==> src/rtl/wb_arbiter_pkg.sv <==
// Shared definitions for the writeback arbiter: bank encoding, register geometry,
// the result record carried through the load buffer, and a register-decode helper.
package wb_arbiter_pkg;

    localparam int REG_W    = 48;
    localparam int ADDR_W   = 3;
    localparam int NUM_REGS = 8;

    localparam logic BANK_A = 1'b0;
    localparam logic BANK_D = 1'b1;

    // A0 is a hardwired register: never written and never marked busy.
    localparam logic [NUM_REGS-1:0] A_WRITABLE = 8'hFE;

    typedef struct packed {
        logic              bank;
        logic [ADDR_W-1:0] addr;
        logic [REG_W-1:0]  data;
    } wb_req_t;

    function automatic logic [NUM_REGS-1:0] addr_onehot(input logic [ADDR_W-1:0] addr);
        logic [NUM_REGS-1:0] oh;
        oh       = '0;
        oh[addr] = 1'b1;
        return oh;
    endfunction

endpackage

==> src/rtl/wb_ld_fifo.sv <==
// Load-result buffer: synchronous FIFO with wrap-around pointers, occupancy-derived
// full/empty flags and an asynchronous read of the head so it can commit immediately.
module wb_ld_fifo
    import wb_arbiter_pkg::*;
#(
    parameter int DEPTH = 2
) (
    input  logic    clk,
    input  logic    rst_n,
    input  logic    push,
    input  logic    pop,
    input  wb_req_t wr_data,
    output wb_req_t rd_data,
    output logic    full,
    output logic    empty
);

    localparam int PTR_W = (DEPTH > 1) ? $clog2(DEPTH) : 1;

    wb_req_t          mem [DEPTH];
    logic [PTR_W-1:0] wr_ptr_q, wr_ptr_d;
    logic [PTR_W-1:0] rd_ptr_q, rd_ptr_d;
    logic [PTR_W:0]   count_q, count_d;
    logic             do_push, do_pop;

    assign full    = (count_q == (PTR_W+1)'(DEPTH));
    assign empty   = (count_q == '0);
    assign rd_data = mem[rd_ptr_q];

    always_comb begin
        // A full FIFO may still take a push when the head leaves in the same cycle.
        do_push  = push && (!full || pop);
        do_pop   = pop && !empty;
        wr_ptr_d = do_push ? wr_ptr_q + PTR_W'(1) : wr_ptr_q;
        rd_ptr_d = do_pop  ? rd_ptr_q + PTR_W'(1) : rd_ptr_q;
        count_d  = count_q + (PTR_W+1)'(do_push) - (PTR_W+1)'(do_pop);
    end

    always_ff @(posedge clk or negedge rst_n) begin
        if (!rst_n) begin
            wr_ptr_q <= '0;
            rd_ptr_q <= '0;
            count_q  <= '0;
        end else begin
            wr_ptr_q <= wr_ptr_d;
            rd_ptr_q <= rd_ptr_d;
            count_q  <= count_d;
        end
    end

    always_ff @(posedge clk) begin
        if (do_push) begin
            mem[wr_ptr_q] <= wr_data;
        end
    end

endmodule

==> src/rtl/wb_arbiter.sv <==
// Writeback arbiter: merges the unstallable ALU result stream and the buffered load
// stream onto the A/D register-file write ports and tracks pending writes per register.
module wb_arbiter
    import wb_arbiter_pkg::*;
#(
    parameter int LD_DEPTH = 2
) (
    input  logic                clk,
    input  logic                rst_n,
    input  logic                alu_valid,
    input  logic                alu_bank,
    input  logic [ADDR_W-1:0]   alu_addr,
    input  logic [REG_W-1:0]    alu_data,
    input  logic                ld_valid,
    input  logic                ld_bank,
    input  logic [ADDR_W-1:0]   ld_addr,
    input  logic [REG_W-1:0]    ld_data,
    output logic                ld_ready,
    input  logic                iss_valid,
    input  logic                iss_bank,
    input  logic [ADDR_W-1:0]   iss_addr,
    output logic                a_we,
    output logic [ADDR_W-1:0]   a_waddr,
    output logic [REG_W-1:0]    a_wdata,
    output logic                d_we,
    output logic [ADDR_W-1:0]   d_waddr,
    output logic [REG_W-1:0]    d_wdata,
    output logic [NUM_REGS-1:0] busy_a,
    output logic [NUM_REGS-1:0] busy_d
);

    wb_req_t alu_req, ld_req, fifo_head, cand;
    wb_req_t sel [2];
    logic    sel_valid [2];
    logic    fifo_full, fifo_empty, fifo_push, fifo_pop;
    logic    ld_accept, cand_valid, cand_commit;

    logic                init_q, init_d;
    logic                a_we_q, a_we_d, d_we_q, d_we_d;
    logic [ADDR_W-1:0]   a_waddr_q, a_waddr_d, d_waddr_q, d_waddr_d;
    logic [REG_W-1:0]    a_wdata_q, a_wdata_d, d_wdata_q, d_wdata_d;
    logic [NUM_REGS-1:0] busy_a_q, busy_a_d, busy_d_q, busy_d_d;
    logic [NUM_REGS-1:0] set_a, set_d, clr_a, clr_d;

    // init_q keeps ld_ready low until the first edge after reset release.
    assign ld_ready = init_q && !fifo_full;
    assign init_d   = 1'b1;

    wb_ld_fifo #(
        .DEPTH (LD_DEPTH)
    ) u_ld_fifo (
        .clk     (clk),
        .rst_n   (rst_n),
        .push    (fifo_push),
        .pop     (fifo_pop),
        .wr_data (ld_req),
        .rd_data (fifo_head),
        .full    (fifo_full),
        .empty   (fifo_empty)
    );

    // The load candidate is the FIFO head, or the incoming load bypassing an empty
    // FIFO; it yields only to an ALU result aimed at the same bank.
    always_comb begin
        alu_req     = '{bank: alu_bank, addr: alu_addr, data: alu_data};
        ld_req      = '{bank: ld_bank,  addr: ld_addr,  data: ld_data};
        ld_accept   = ld_valid && ld_ready;
        cand        = fifo_empty ? ld_req : fifo_head;
        cand_valid  = !fifo_empty || ld_accept;
        cand_commit = cand_valid && !(alu_valid && (alu_bank == cand.bank));
        fifo_pop    = !fifo_empty && cand_commit;
        fifo_push   = ld_accept && !(fifo_empty && cand_commit);
    end

    always_comb begin
        for (int b = 0; b < 2; b++) begin
            sel_valid[b] = 1'b0;
            sel[b]       = cand;
            if (alu_valid && (alu_bank == 1'(b))) begin
                sel_valid[b] = 1'b1;
                sel[b]       = alu_req;
            end else if (cand_commit && (cand.bank == 1'(b))) begin
                sel_valid[b] = 1'b1;
                sel[b]       = cand;
            end
        end
    end

    always_comb begin
        a_we_d    = sel_valid[BANK_A] && (sel[BANK_A].addr != '0);
        a_waddr_d = sel_valid[BANK_A] ? sel[BANK_A].addr : a_waddr_q;
        a_wdata_d = sel_valid[BANK_A] ? sel[BANK_A].data : a_wdata_q;
        d_we_d    = sel_valid[BANK_D];
        d_waddr_d = sel_valid[BANK_D] ? sel[BANK_D].addr : d_waddr_q;
        d_wdata_d = sel_valid[BANK_D] ? sel[BANK_D].data : d_wdata_q;
    end

    always_comb begin
        set_a = (iss_valid && (iss_bank == BANK_A)) ? (addr_onehot(iss_addr) & A_WRITABLE) : '0;
        set_d = (iss_valid && (iss_bank == BANK_D)) ? addr_onehot(iss_addr) : '0;
        clr_a = sel_valid[BANK_A] ? addr_onehot(sel[BANK_A].addr) : '0;
        clr_d = sel_valid[BANK_D] ? addr_onehot(sel[BANK_D].addr) : '0;
    end

    // A new reservation wins over a commit to the same register in the same cycle.
    genvar gi;
    generate
        for (gi = 0; gi < NUM_REGS; gi++) begin : g_busy
            assign busy_a_d[gi] = set_a[gi] | (busy_a_q[gi] & ~clr_a[gi]);
            assign busy_d_d[gi] = set_d[gi] | (busy_d_q[gi] & ~clr_d[gi]);
        end
    endgenerate

    always_ff @(posedge clk or negedge rst_n) begin
        if (!rst_n) begin
            init_q    <= 1'b0;
            a_we_q    <= 1'b0;
            a_waddr_q <= '0;
            a_wdata_q <= '0;
            d_we_q    <= 1'b0;
            d_waddr_q <= '0;
            d_wdata_q <= '0;
            busy_a_q  <= '0;
            busy_d_q  <= '0;
        end else begin
            init_q    <= init_d;
            a_we_q    <= a_we_d;
            a_waddr_q <= a_waddr_d;
            a_wdata_q <= a_wdata_d;
            d_we_q    <= d_we_d;
            d_waddr_q <= d_waddr_d;
            d_wdata_q <= d_wdata_d;
            busy_a_q  <= busy_a_d;
            busy_d_q  <= busy_d_d;
        end
    end

    assign a_we    = a_we_q;
    assign a_waddr = a_waddr_q;
    assign a_wdata = a_wdata_q;
    assign d_we    = d_we_q;
    assign d_waddr = d_waddr_q;
    assign d_wdata = d_wdata_q;
    assign busy_a  = busy_a_q;
    assign busy_d  = busy_d_q;

endmodule

==> config.mk <==
export PLATFORM = sky130hd
export DESIGN_NAME = wb_arbiter
export DESIGN_NICKNAME = d
export VERILOG_FILES = /design/src/rtl/wb_arbiter_pkg.sv /design/src/rtl/wb_ld_fifo.sv /design/src/rtl/wb_arbiter.sv
export SDC_FILE = /design/constraint.sdc
export NUM_CORES = 1
export LEC_CHECK = 0
export ABC_AREA = 1
export CAP_MARGIN = 20
export CORE_MARGIN = 10
export CORE_UTILIZATION = 47
export CTS_CLUSTER_SIZE = 20
export DETAILED_ROUTE_END_ITERATION = 10
export PLACE_DENSITY_LB_ADDON = 0.2
export RECOVER_POWER = 50
export SYNTH_ARGS = -nofsm -noshare
export SYNTH_HDL_FRONTEND = slang
export SYNTH_HIERARCHICAL = 1
export SYNTH_SLANG_ARGS = --single-unit
==> constraint.sdc <==
create_clock -name clk -period 4.1 [get_ports clk]
set_input_delay 0.82 -clock clk [delete_from_list [all_inputs] [get_ports clk]]
set_output_delay 0.82 -clock clk [all_outputs]
set_load 0.005 [all_outputs]
# --- Yosys cells after proc, flatten, opt, wreduce, memory -nomap -nowiden ---
# Memory sizes are Yosys's and may differ from the RTL's.
# Cells that the tools add are included.
word_totals:
  regBits: 125
  ramBits: 104
  inputBits: 113
  output_inout_bits: 121
  word_cells: 122
  memories: 1
mem_list:
  columns: ["name", "depth", "word_bits", "rd", "rd_ports_with_merged_regs", "write_ports", "line_no", "text"]
  rows:
  - ["u_ld_fifo.mem", 2, 52, 1, 0, 1, "wb_ld_fifo.sv:20", "wb_req_t mem [DEPTH];"]
classes:
  addsub: 4
  n_lt_le_gt_ge: 6
  eq_ne: 2
  muxes: 19
  bitwise: 51
  n_reduce_logical: 27
ops:
  columns: ["cell", "count"]
  rows:
  - ["2-to-1 mux 51 bit", 2]
  - ["2-to-1 mux 52 bit", 1]
  - ["2-to-1 mux 8 bit", 4]
  - ["logical AND 1 bit", 19]
  - ["inverter 1 bit", 19]
  - ["AND 1 bit", 16]
  - ["bitwise OR 1 bit", 16]
  - ["< comparator 3 x 4 -> 1 bit (second input constant)", 3]
  - ["demux 1 bit (select 3 bit)", 3]
  - ["greater-or-equal comparator 3 x 1 -> 1 bit (second input constant)", 3]
  - ["2-to-1 mux 1 bit", 9]
  - ["zero test 1 bit", 4]
  - ["nonzero test 3 bit", 1]
  - ["adder 1 bit (second input constant)", 2]
  - ["adder 2 x 1 -> 2 bit", 1]
  - ["== test 2 bit (second input constant)", 1]
  - ["zero test 2 bit", 1]
  - ["logical OR 1 bit", 2]
  - ["subtractor 2 x 1 -> 2 bit", 1]
  - ["== test 1 bit", 1]

# --- Depth between registers and ports, before layout ---
logic_depth:
  depth_word: 13
  mapped_depth: 21

# --- By module ---
# The synthesis kept the hierarchy.
modules_own_cells:
  columns: ["mod", "n_inst", "cells_per_inst", "area_each_um2"]
  rows:
  - ["wb_arbiter", 1, 836, 6587.6]
  - ["wb_ld_fifo", 1, 302, 4610.7]

# --- Least setup slack after synthesis ---
# Ideal clock, no wire load.
synth_timing:
  path_kind: "register -> register"
  start: "register u_ld_fifo.rd_ptr_q"
  end: "memory u_ld_fifo/mem[1][0] in the netlist's numbering, enable pin"
  setup_time_ps: 462
  arrival_ps: 3655
  t_required_ps: 3638
  setup_slack_ps: -17
  stages_incl_launch_ff: 16
  n_path_buf: 2
  period_less_slack_ps: 4117
  path_cell_list: "dfrtp_1 -> buf_6 -> inv_12 -> buf_12 -> nand2_4 -> nand2_2 -> inv_1 -> o21ai_1 -> nand2_1 -> nand3_1 -> nand2_1 -> inv_1 -> inv_1 -> nand3_1 -> nand2_2 -> nor2_1"
synth_rtl:
  columns: ["item", "line_no", "text"]
  rows:
  - ["start, declared", "wb_ld_fifo.sv:22", "logic [PTR_W-1:0] rd_ptr_q, rd_ptr_d;"]
  - ["start signal, assigned", "wb_ld_fifo.sv:46", "rd_ptr_q <= rd_ptr_d;"]
  - ["end, declared", "wb_ld_fifo.sv:20", null]

==> summary.txt <==
Run status
  • Outcome: finished with violations
  • Failing checks: capacitance limit, slew limit

Yosys
  • Post-synth EDFFs: 104
  • Synthesized area: 11200 um^2
  • Synth Instances: 1138
  • Post-synth top flop: dfrtp_1
  • Flop and latch count out of synthesis: roughly 230
  • Syn Nets: 1253
  • Yosys warns: 6
  • Mean Syn Cell Area: 9.84 um^2
  • Synth cell types: 34
  • Post-synthesis sequential area ratio: 55.8%
  • Synth async-reset ratio: a little over half

Floorplan
  • Row count: between 50 and 60
  • Die area: 30400 um^2
  • Core Area: about 23000 um^2
  • Horiz. Die Dim: ~170 um
  • Die height: 174 um
  • Initial core utilization: a little under half
  • IO Pins: 234

Setup path
  • Critical path class: flop to flop
  • WP data required: 4.30 ns
  • Buf+Inv Stages, Crit Path: 6
  • CP Cell Sequence: inv_12 -> nand2_4 -> nand2_2 -> inv_1 -> nand2_1 -> nand2_1 -> nand2_1 -> nand3_1 -> nand2_1 -> inv_1 -> inv_1 -> nand3_1 -> nand3_1 -> inv_2 -> buf_12
  • Crit path DAT: 3.09 ns
  • Crit path largest cell delay: approximately 0.75 ns
  • Crit. End Element: flop
  • Critical Path Stages: 15
  • Crit start category: flop
  • Slowest cell on the critical path: dfrtp_2
  • Critical path's most frequent cell: nand2_1
  • R2R Path Start: u_ld_fifo/rd_ptr_q
  • Family with the most delay on the worst path: buffers and inverters
  • CP Max Fanout: 33
  • Worst R2R End: u_ld_fifo/mem[0][8]
  • Reg2reg setup slack: 1.22 ns
  • Worst Reg-to-Reg Cells: 15

STA
  • Rel. slew slack: -11.2%
  • Least-Margin Pin Slew: 1.67 ns
  • RSZ-0062 raised after global routing: no
  • Sum Neg Setup Slack: 0 ns
  • Minimum clock period: 2.88 ns
  • Skew final: 0.00938 ns
  • Tcrit/Tclk final: 70.3%
  • Final Max Slew Viols: 64
  • Fmax: 347 MHz
  • Fin. Hold Viols: 0
  • Final Setup Violations: 0

CTS
  • Reg clk slew, reported paths: 0.07 ns
  • Clock Root Buffer: clkbuf_16
  • H-tree Lvls: 1
  • Clk Latency, worst-skew pair: 0.52 ns
  • CTS resizes: 0
  • Sinks on Clock Net: ~230
  • Clock tree buffer depth: 3
  • Postcts setup bufs: 0
  • TritonCTS clock tree: yes
  • Hold buffers post-CTS: 0
  • Num CTS Buffers: 26

Power and ir drop
  • Peak supply drop: between 0.4 and 0.5 mV
  • Pwr/cell area: 762 nW/um^2
  • Total leakage power: 0.00610 uW
  • Power Total: ~11000 uW
  • Seq pwr share: 33.1%
  • Sw frac: 38.1%
  • P_sw: 4210 uW
  • Comb pwr share: 45.9%
  • Int Pwr: 6860 uW
  • Clock power share: 21.0%

Global route
  • Initial antenna violation count: 9
  • Global-route wire length before repair: 46100 um
  • Vias in the first global route: 8279
  • GRT overflow: 0
  • GRT Total Usage: 18.4%
  • Largest net degree at the start of global routing: 77

Run
  • Max Cap Viol: 1

Detailed routing
  • Drt initial violations: 543
  • DRC: 0
  • Via density: 4.94
  • Final ANT Viol Nets: 0
  • Routed len/inst: 16.8 um
  • Drt pass-1 iters: 5
  • Total number of vias: 8346
  • WL final: 28400 um

Place
  • Placed cells: about 1600
  • RePlAce Congestion: around 0.86
  • DP HPWL: 19700 um
  • Input/output buffers: 233

Cells and area
  • Final nets: 1461
  • Share of cells above drive strength 1: approximately a fifth
  • Area Overhead vs Synth: 29.7%
  • Cell Count, Final, Fillers Out: 1688

Worst hold path
  • HP Class: primary input to async pin
-- metrics by stage --
step / utilization (%) / cell area [um^2] / setup slack, ns / hold slack (ns)
4_1_cts: 61.9 / 14500 / 1.14 / 0.283
3_5_place_dp: 58.2 / 13700 / 0.973 / 0.466
3_3_place_gp: 58.2 / 13700 / 1.01 / 0.462
2_1_floorplan: - / 11200 / 0.855 / 0.442
5_1_grt: 61.8 / 14500 / 0.922 / 0.300
6_report: 61.9 / 14500 / 1.22 / 0.265
-- final cells by class --
cell class                 count  area [um^2]
tap                          319          399
inverter                      47          190
antenna                        3         7.51
sequential                   229         6250
clock buffer                  33          729
multi-input combinational    795         4340
timing repair buffer         247         2460
fill                        1974         8950
clock inverter                15          139
-- worst max path at each step --
stage	from	endpoint	slack (ns)
after floorplan	u_ld_fifo/rd_ptr_q	u_ld_fifo/mem[1][0]	0.85
after global placement	ld_bank	u_ld_fifo/mem[0][13]	1.01
after detailed placement	ld_bank	u_ld_fifo/mem[0][11]	0.97
after CTS	u_ld_fifo/rd_ptr_q	u_ld_fifo/mem[0][8]	1.14
after global routing	u_ld_fifo/rd_ptr_q	u_ld_fifo/mem[0][8]	0.92
final	u_ld_fifo/rd_ptr_q	u_ld_fifo/mem[0][8]	1.22
-- placed cells by master, fill, tap and decap left out, types with 2 or more instances in the layout --
cell,synthesis,routed
nor2_4,0,2
dfrtp_1,125,124
o21ai_0,104,104
edfxtp_1,104,104
nand3_1,19,19
buf_4,7,11
diode_2,0,3
clkbuf_1,19,4
nand2_2,54,53
o21bai_1,15,15
nand2_4,50,52
nor2_1,38,37
nand2_1,284,282
nor2_2,21,20
dlygate4sd3_1,0,111
buf_12,5,2
bufinv_16,0,2
nand4_1,8,8
or2_1,31,31
o21ai_1,94,94
nor3_1,2,2
clkbuf_16,0,28
inv_4,0,4
or2_2,18,18
clkinv_2,0,7
inv_2,4,4
inv_1,41,40
clkinv_1,1,3
a21oi_2,49,49
ha_1,2,2
clkdlybuf4s50_1,0,121
-- cells in the mapped netlist (all sizes together) (15+ instances only) --
library cell | number | area, um^2
nand2 | 388 | 1970
o21ai | 198 | 991
dfrtp | 125 | 3130
edfxtp | 104 | 3120
nor2 | 59 | 274
a21oi | 50 | 434
or2 | 49 | 307
buf | 47 | 382
inv | 46 | 185
clkbuf | 20 | 76.3
nand3 | 19 | 95.1
o21bai | 15 | 113
-- flip-flops by register name, indices dropped and copies added, names as in the netlist, 2 cells and up --
register,flops
d_waddr,3
busy_a,8
a_waddr,3
busy_d,8
u_ld_fifo/mem,104
d_wdata,48
a_wdata,48
u_ld_fifo/count_q,2
-- cells by family after synthesis --
kind of cell               count (synthesis)  synth area share, %
and+or+nand+nor                          525                 24.1
AOI/OAI and AO/OA                        265                 13.9
DFF                                      229                 55.8
buffers and inverters                    114                 5.78
xor gates and xnor gates                   2                0.156
adders and majority gates                  2                0.223
other                                      1               0.0335
-- layer usage --
metal  track usage, %  vias up  share of wire, %
met3             6.72       41               8.6
met2             29.2      218                46
li1                 -     4190                 -
met5                0        -              0.20
met4             3.42       10               1.3
met1             23.8     3887                44
-- power groups by stage --
stage | combinational [uW] | clock [uW] | sequential (uW)
after CTS | 5320 | 2390 | 3680
after global routing | 5730 | 2480 | 3760
final | 5080 | 2330 | 3660
after detailed placement | 5280 | 0 | 3710
after floorplan | 3350 | 0 | 3670
after global placement | 5210 | 0 | 3690
No activity file was read; power rests on OpenSTA's default activity.
